File: src/rtl/qacc.sv
// Saturating signed fixed-point dot-product accumulator that sits after the Q-format multiplier.
// Sums one vector of product terms, then holds the result until downstream takes it.
module qacc #(
  parameter int Q      = 18,
  parameter int N      = 32,
  parameter int MAXLEN = 8,
  parameter int CW     = 4
) (
  input  logic          clk,
  input  logic          rst_n,
  input  logic          in_valid,
  output logic          in_ready,
  input  logic [N-1:0]  in_data,
  input  logic          in_ovr,
  input  logic          in_last,
  output logic          out_valid,
  input  logic          out_ready,
  output logic [N-1:0]  out_data,
  output logic          out_ovr,
  output logic          out_err,
  output logic [CW-1:0] out_count,
  output logic [0:0]    dbg_state
);

  localparam logic [0:0] ST_ACC  = 1'b0;
  localparam logic [0:0] ST_HOLD = 1'b1;

  localparam logic [N-1:0] SAT_MAX = {1'b0, {(N-1){1'b1}}};
  localparam logic [N-1:0] SAT_MIN = {1'b1, {(N-1){1'b0}}};

  // Q only has to agree with the multiplier; the binary point is already aligned.
  if (Q >= N || Q < 0) begin : g_bad_q
    $error("qacc: Q must be in [0, N-1]");
  end
  if ((1 << CW) <= MAXLEN) begin : g_bad_cw
    $error("qacc: CW too narrow to hold MAXLEN");
  end

  logic [0:0]    state;
  logic [N-1:0]  acc;
  logic          ovr;
  logic          err;
  logic [CW-1:0] count;

  logic          in_fire;
  logic          out_fire;
  logic [N:0]    sum_wide;
  logic          sat_pos;
  logic          sat_neg;
  logic [N-1:0]  sum_sat;
  logic [CW-1:0] count_inc;
  logic          at_limit;

  // Handshake: a transfer happens on a rising edge where valid && ready; valid never
  // waits on ready, and ready here depends only on state, so no combinational loop.
  assign in_ready  = (state == ST_ACC);
  assign out_valid = (state == ST_HOLD);
  assign in_fire   = in_valid && in_ready;
  assign out_fire  = out_valid && out_ready;

  // One guard bit: the top two bits disagree exactly when the true sum left N-bit range.
  assign sum_wide = {acc[N-1], acc} + {in_data[N-1], in_data};
  assign sat_pos  = ~sum_wide[N] & sum_wide[N-1];
  assign sat_neg  = sum_wide[N] & ~sum_wide[N-1];

  always_comb begin
    sum_sat = sum_wide[N-1:0];
    if (sat_pos) begin
      sum_sat = SAT_MAX;
    end else if (sat_neg) begin
      sum_sat = SAT_MIN;
    end
  end

  assign count_inc = count + CW'(1);
  assign at_limit  = (count_inc == CW'(MAXLEN));

  always_ff @(posedge clk or negedge rst_n) begin
    if (!rst_n) begin
      state <= ST_ACC;
      acc   <= '0;
      ovr   <= 1'b0;
      err   <= 1'b0;
      count <= '0;
    end else begin
      case (state)
        ST_ACC: begin
          if (in_fire) begin
            acc   <= sum_sat;
            ovr   <= ovr | in_ovr | sat_pos | sat_neg;
            count <= count_inc;
            if (in_last || at_limit) begin
              state <= ST_HOLD;
            end
            if (at_limit && !in_last) begin
              err <= 1'b1;
            end
          end
        end
        ST_HOLD: begin
          if (out_fire) begin
            state <= ST_ACC;
            acc   <= '0;
            ovr   <= 1'b0;
            err   <= 1'b0;
            count <= '0;
          end
        end
        default: begin
          state <= ST_ACC;
        end
      endcase
    end
  end

  assign out_data  = acc;
  assign out_ovr   = ovr;
  assign out_err   = err;
  assign out_count = count;
  assign dbg_state = state;

endmodule

File: config.mk
export PLATFORM = sky130hd
export DESIGN_NAME = qacc
export DESIGN_NICKNAME = d
export VERILOG_FILES = /design/src/rtl/qacc.sv
export SDC_FILE = /design/constraint.sdc
export NUM_CORES = 1
export LEC_CHECK = 0
export BUFFER_PORTS_ARGS = -buffer_cell sky130_fd_sc_hd__buf_2
export CORE_MARGIN = 5
export CORE_UTILIZATION = 59
export DETAILED_ROUTE_END_ITERATION = 10
export GPL_TIMING_DRIVEN = 0
export HOLD_SLACK_MARGIN = 0.06
export PLACE_DENSITY = 0.89
export REMOVE_ABC_BUFFERS = 1
export SETUP_SLACK_MARGIN = 0.15
export SYNTH_ARGS = -nofsm -noshare
export SYNTH_HDL_FRONTEND = slang
export SYNTH_SLANG_ARGS = --single-unit
export TNS_END_PERCENT = 100
File: constraint.sdc
create_clock -name clk -period 5.8 [get_ports clk]
set_input_delay 0 -clock clk [delete_from_list [all_inputs] [get_ports clk]]
set_output_delay 0 -clock clk [all_outputs]
set_load 0.01 [all_outputs]
# Yosys cells after proc, flatten, opt, wreduce, memory -nomap -nowiden
# Cells that the tools add are included.
[totals]
romBits = 0
register_bits = 39
wordCells = 44
latchBits = 0
n_memories = 0
mem_bits_rw = 0
[classes]
n_eq_ne = 4
order_cmp = 0
shifts = 0
div = 0
n_mul = 0
bitwise = 8
add_sub_neg = 2
mux = 18
n_reduce_logical = 7
[ops]
columns = ["cell", "count"]
rows = [
  ["two-way mux 32 bit", 4],
  ["one-hot mux 32 bit (2 select lines)", 1],
  ["adder 32 x 32 -> 33 bit", 1],
  ["two-way mux 4 bit", 2],
  ["one-hot mux 4 bit (2 select lines)", 1],
  ["two-way mux 1 bit", 7],
  ["inequality test 2 x 1 -> 1 bit (second input constant)", 3],
  ["one-hot mux 1 bit (2 select lines)", 3],
  ["adder 4 x 1 -> 4 bit (second input constant)", 1],
  ["== test 4 bit (second input constant)", 1],
  ["logical AND 1 bit", 3],
  ["NOT 1 bit", 3],
  ["OR 1 bit", 3],
  ["AND reduction 3 bit", 1],
  ["bitwise AND 1 bit", 2],
  ["AND reduction 2 bit", 1],
  ["zero test 1 bit", 1],
  ["logical OR 1 bit", 1],
]

# Longest topological paths before layout
[logic_depth]
depth_word = 7
ltp_mapped = 15
mapped_depth_nobuf = 13

# Worst setup path after synthesis
# OpenSTA, ideal clock, no wires.
[synth_timing]
kind = "reg-to-reg"
start = "reg acc[0] (netlist: out_data[0])"
end = "reg acc[23] (netlist: out_data[23])"
required_ns = 5.735
arrival_time_ns = 2.784
setup_ns = 0.065
stages_incl_launch_ff = 15
path_buffers = 1
slack_ns = 2.951
path_cell_list = "dfrtp_1 > ha_1 > inv_1 > fa_1 > or2b_1 > a21oi_1 > o21ai_1 > a21oi_2 > o21bai_2 > a21boi_2 > nor4_2 > a211oi_2 > buf_6 > a32oi_1 > nand2_1"
[synth_between]
elab_chain_len = 7
elab_cells_between_ends = 9
cone_classes = "add/sub (1); mux (4); bitwise (4)"
[synth_rtl]
columns = ["item", "line_no", "source"]
rows = [
  ["start: declaration", "40", "logic [N-1:0] acc;"],
  ["start signal: assignment", "89", "acc <= sum_sat;"],
  ["adder 32 x 32 -> 33 bit (*)", "62", "assign sum_wide = {acc[N-1], acc} + {in_data[N-1], in_data};"],
  ["NOT 1 bit", "64", "assign sat_neg = sum_wide[N] & ~sum_wide[N-1];"],
  ["bitwise AND 1 bit", "64", ""],
  ["two-way mux 32 bit", "70", "end else if (sat_neg) begin"],
  ["two-way mux 32 bit (*)", "68", "if (sat_pos) begin"],
  ["two-way mux 32 bit (*)", "88", "if (in_fire) begin"],
  ["one-hot mux 32 bit (2 select lines) (*)", "86", "case (state)"],
]
# Mark *: on every way between the ends. The rest lies on a longest branch, timed or not. The select of a mux whose other input is x is not followed.
# A chain may end at the register's enable or synchronous reset.

# Worst setup path after layout
[layout_timing]
start = "reg acc[0] (netlist: out_data[0])"
end = "reg acc[13] (netlist: out_data[13])"
# Same word-level chain as after synthesis.

==> run metrics <==
mux contribution to synthesized area=0.298%; Tcrit/Tclk final=61.5%; DIE WIDTH=85.4 um; Setup Total Neg Slack=0 ps; CTS buffer count=5; FFs w/ async S/R, synth=100%; Core ar.=0.00551 mm2; leakage=2.07 nW; # IOs=79; slew of the pin with the lowest slew margin=906 ps; Max stage delay on crit path=660 ps; Root Driver=clkbuf_8; Setup Viol. Count Final=0; worst skew pair latency=300 ps; reg2reg setup slack=2230 ps; DRC Markers=0; hold_sp=in_valid; largest net degree at the start of global routing=40; crit path max fanout=19; worst path arrival time=3790 ps; Hold Crit Class=primary input to flip-flop; first-pass GRT wire length=14700 um; Starting Density=61.0%; P&R area growth vs syn=17.4%; Slew headroom=39.6%; top_reg_cell synth=dfrtp_1; Netlist cell types=60; max-cap viol count=0; Tot GR Track Use=24.4%; Period minus WS final=3570 ps; Max Clk Rate=280 MHz; Antenna Cells=0; Power, Total=2.35 mW; post-route ant nets=0; crit path cell chain=ha_1, inv_1, fa_1, or2b_1, a21oi_1, o21ai_1, a21oi_2, o21bai_2, a21boi_2, nor4_2, a211oi_4, buf_16, a22oi_1, nand2_1; CTS tree=yes; CP Launch Point=out_data[0]; vias per cell=5.96; cells after synthesis=379; Die H=85.4 um; row cnt=27; Final Slew Violations=0; main combinational cell family by area after synthesis=compound AO/OA/AOI/OAI gates; worst-path cell with the longest stage delay=a211oi_4; status=complete, no violations; crit start category=flip-flop; post-synthesis compound-gate area fraction=30.3%; pwr/cell area=596 mW/mm2; Post-CTS Setup Repair Bufs=0; I/O Buffers=78; pre-CTS WS=2330 ps; Synth Area in XOR/XNOR=8.09%; Final Net Count=526; # clock sinks=39; vias in the first global route=3221; DRT iter0 DRCs=124; wire per inst=15.8 um; grt ovf=0; Final WS setup=2230 ps; synthesized area per cell=8.86 um2; number of fill cells=438; Adder-Cell Fraction of Synth Area=12.9%; total area of sequential cells=976 um2; synthesized-area fraction occupied by and/or/nand/nor cells=14.0%; Worst Clk Skew=12.1 ps; Pre-antenna DRT Iters=4; critical path type=flip-flop to flip-flop; die footprint=0.00730 mm2; area occupied by multi-input gates=0.00222 mm2; cell area after synthesis=0.00336 mm2; Required @ worst endpoint=6020 ps; WL final=8340 um; Syn. warnings=0; maximum VDD drop=0.000271 V; initial antenna violation count=0; Max clock buf depth=2; RSZ-0062 raised after global routing=false; count of state elements after synthesis=39; Final HPWL DP=6220 um; Critical Path End Type=flip-flop; H-tree lvl count=2; Routability Congestion=0.857; layout cells sized above 1=25.1%; Clock transition at path regs=80 ps; Vias=3139; Seq/Total Area, Yosys=29.1%; Reg-to-Reg Start=out_data[0]; Final Hold Viols=0; Post-synth EDFFs=0
[cells in the mapped netlist (4+ instances only)]
master / count / area (um2)
nor3_1: 5 / 25.0
nand4_1: 4 / 25.0
nand2_1: 58 / 218
xor2_1: 13 / 114
nor2_1: 14 / 52.6
nand2b_1: 4 / 25.0
a22oi_1: 28 / 210
dfrtp_1: 39 / 976
a21oi_2: 5 / 43.8
inv_1: 14 / 52.6
a21o_2: 7 / 61.3
buf_6: 4 / 45.0
buf_4: 4 / 30.0
ha_1: 33 / 413
xnor2_1: 18 / 158
a21oi_1: 28 / 140
clkbuf_1: 4 / 15.0
a21o_1: 17 / 128
a31oi_1: 9 / 56.3
nand3_1: 6 / 30.0
o21ai_0: 16 / 80.1
[cells by family (layout without fill, tap and decap cells)]
| logic type | count (synthesis) | in the layout |
|---|---|---|
| flops | 39 | 39 |
| mux | 1 | 1 |
| buf+inv | 30 | 106 |
| fa+ha+maj | 34 | 34 |
| simple gates | 102 | 102 |
| xor+xnor | 31 | 31 |
| compound gates | 142 | 142 |
[metrics by stage]
stage | area (um2) | std cells | hold slack [ps] | utilization [%]
floorplan | 3230 | 363 | -296 | -
global placement | 3710 | 513 | 166 | 67.4
detailed placement | 3780 | 515 | 186 | 68.7
CTS | 3940 | 527 | 114 | 71.6
global route | 3940 | 527 | 135 | 71.6
finish | 3940 | 527 | 132 | 71.6
[metal layers]
metal  share of wire, %  up-vias  global-route usage (%)  routed length (um)
li1                   -     1547                       -                   -
met1                 43     1492                    30.6                3590
met2                 50       85                    42.9                4150
met3                5.7       15                    4.47                 476
met4                1.5        0                    6.76                 129
met5                  0        -                       0                   0
[power breakdown]
part	internal [mW]	total [mW]	switching (mW)	leakage (nW)
sequential	0.406	0.519	0.113	0.476
clock	0.139	0.245	0.106	0.0612
combinational	0.706	1.58	0.879	1.53
total	1.25	2.35	1.10	2.07
[flip-flops by register name, indices dropped and copies added, names as in the netlist]
signal,flops
out_count,4
out_ovr,1
dbg_state,1
out_err,1
out_data,32
[area by class of cell]
class                      count  share of cell area [%]
tap                           72                    2.29
multi-input combinational    310                    56.3
clock inverter                 2                   0.889
clock buffer                   6                    2.10
inverter                      14                    1.33
timing repair buffer          84                    12.3
sequential                    39                    24.8
[critical path, delay by kind of cell (launching register included)]
kind,cells,cell delay (ps)
simple gates,3,430
flops,1,440
compound gates,7,1670
buf+inv,2,310
fa+ha+maj,2,640
[cell usage in the layout (no fill, tap or decap), drive strengths merged, types with 2 or more instances in the layout]
| master | count |
|---|---|
| inv | 14 |
| o21a | 2 |
| a211oi | 5 |
| a21oi | 34 |
| o21bai | 4 |
| xor2 | 13 |
| xnor2 | 18 |
| dlygate4sd3 | 4 |
| a22oi | 28 |
| buf | 80 |
| nand2 | 58 |
| nor2 | 14 |
| o211ai | 3 |
| ha | 33 |
| nand3 | 6 |
| a22o | 2 |
| nand4 | 4 |
| clkbuf | 6 |
| dfrtp | 39 |
| nand2b | 5 |
| nor3 | 5 |
| a21o | 24 |
| o21ai | 19 |
| a31oi | 9 |
| and3 | 2 |
[final timing paths]
kind | depth (start not counted) | end
max | 14 | out_data[13]
min | 3 | out_err
max reg2reg | 14 | out_data[13]
min reg2reg | 2 | out_data[23]
max in group asynchronous | 2 | out_data[18]
min in group asynchronous | 2 | out_data[5]
[timing repair]
item,in CTS,in global routing
gates resized for setup,0,0
endpoints found under the hold margin,42,0
hold buffers,4,0
Power figures use the tool's default switching activity.
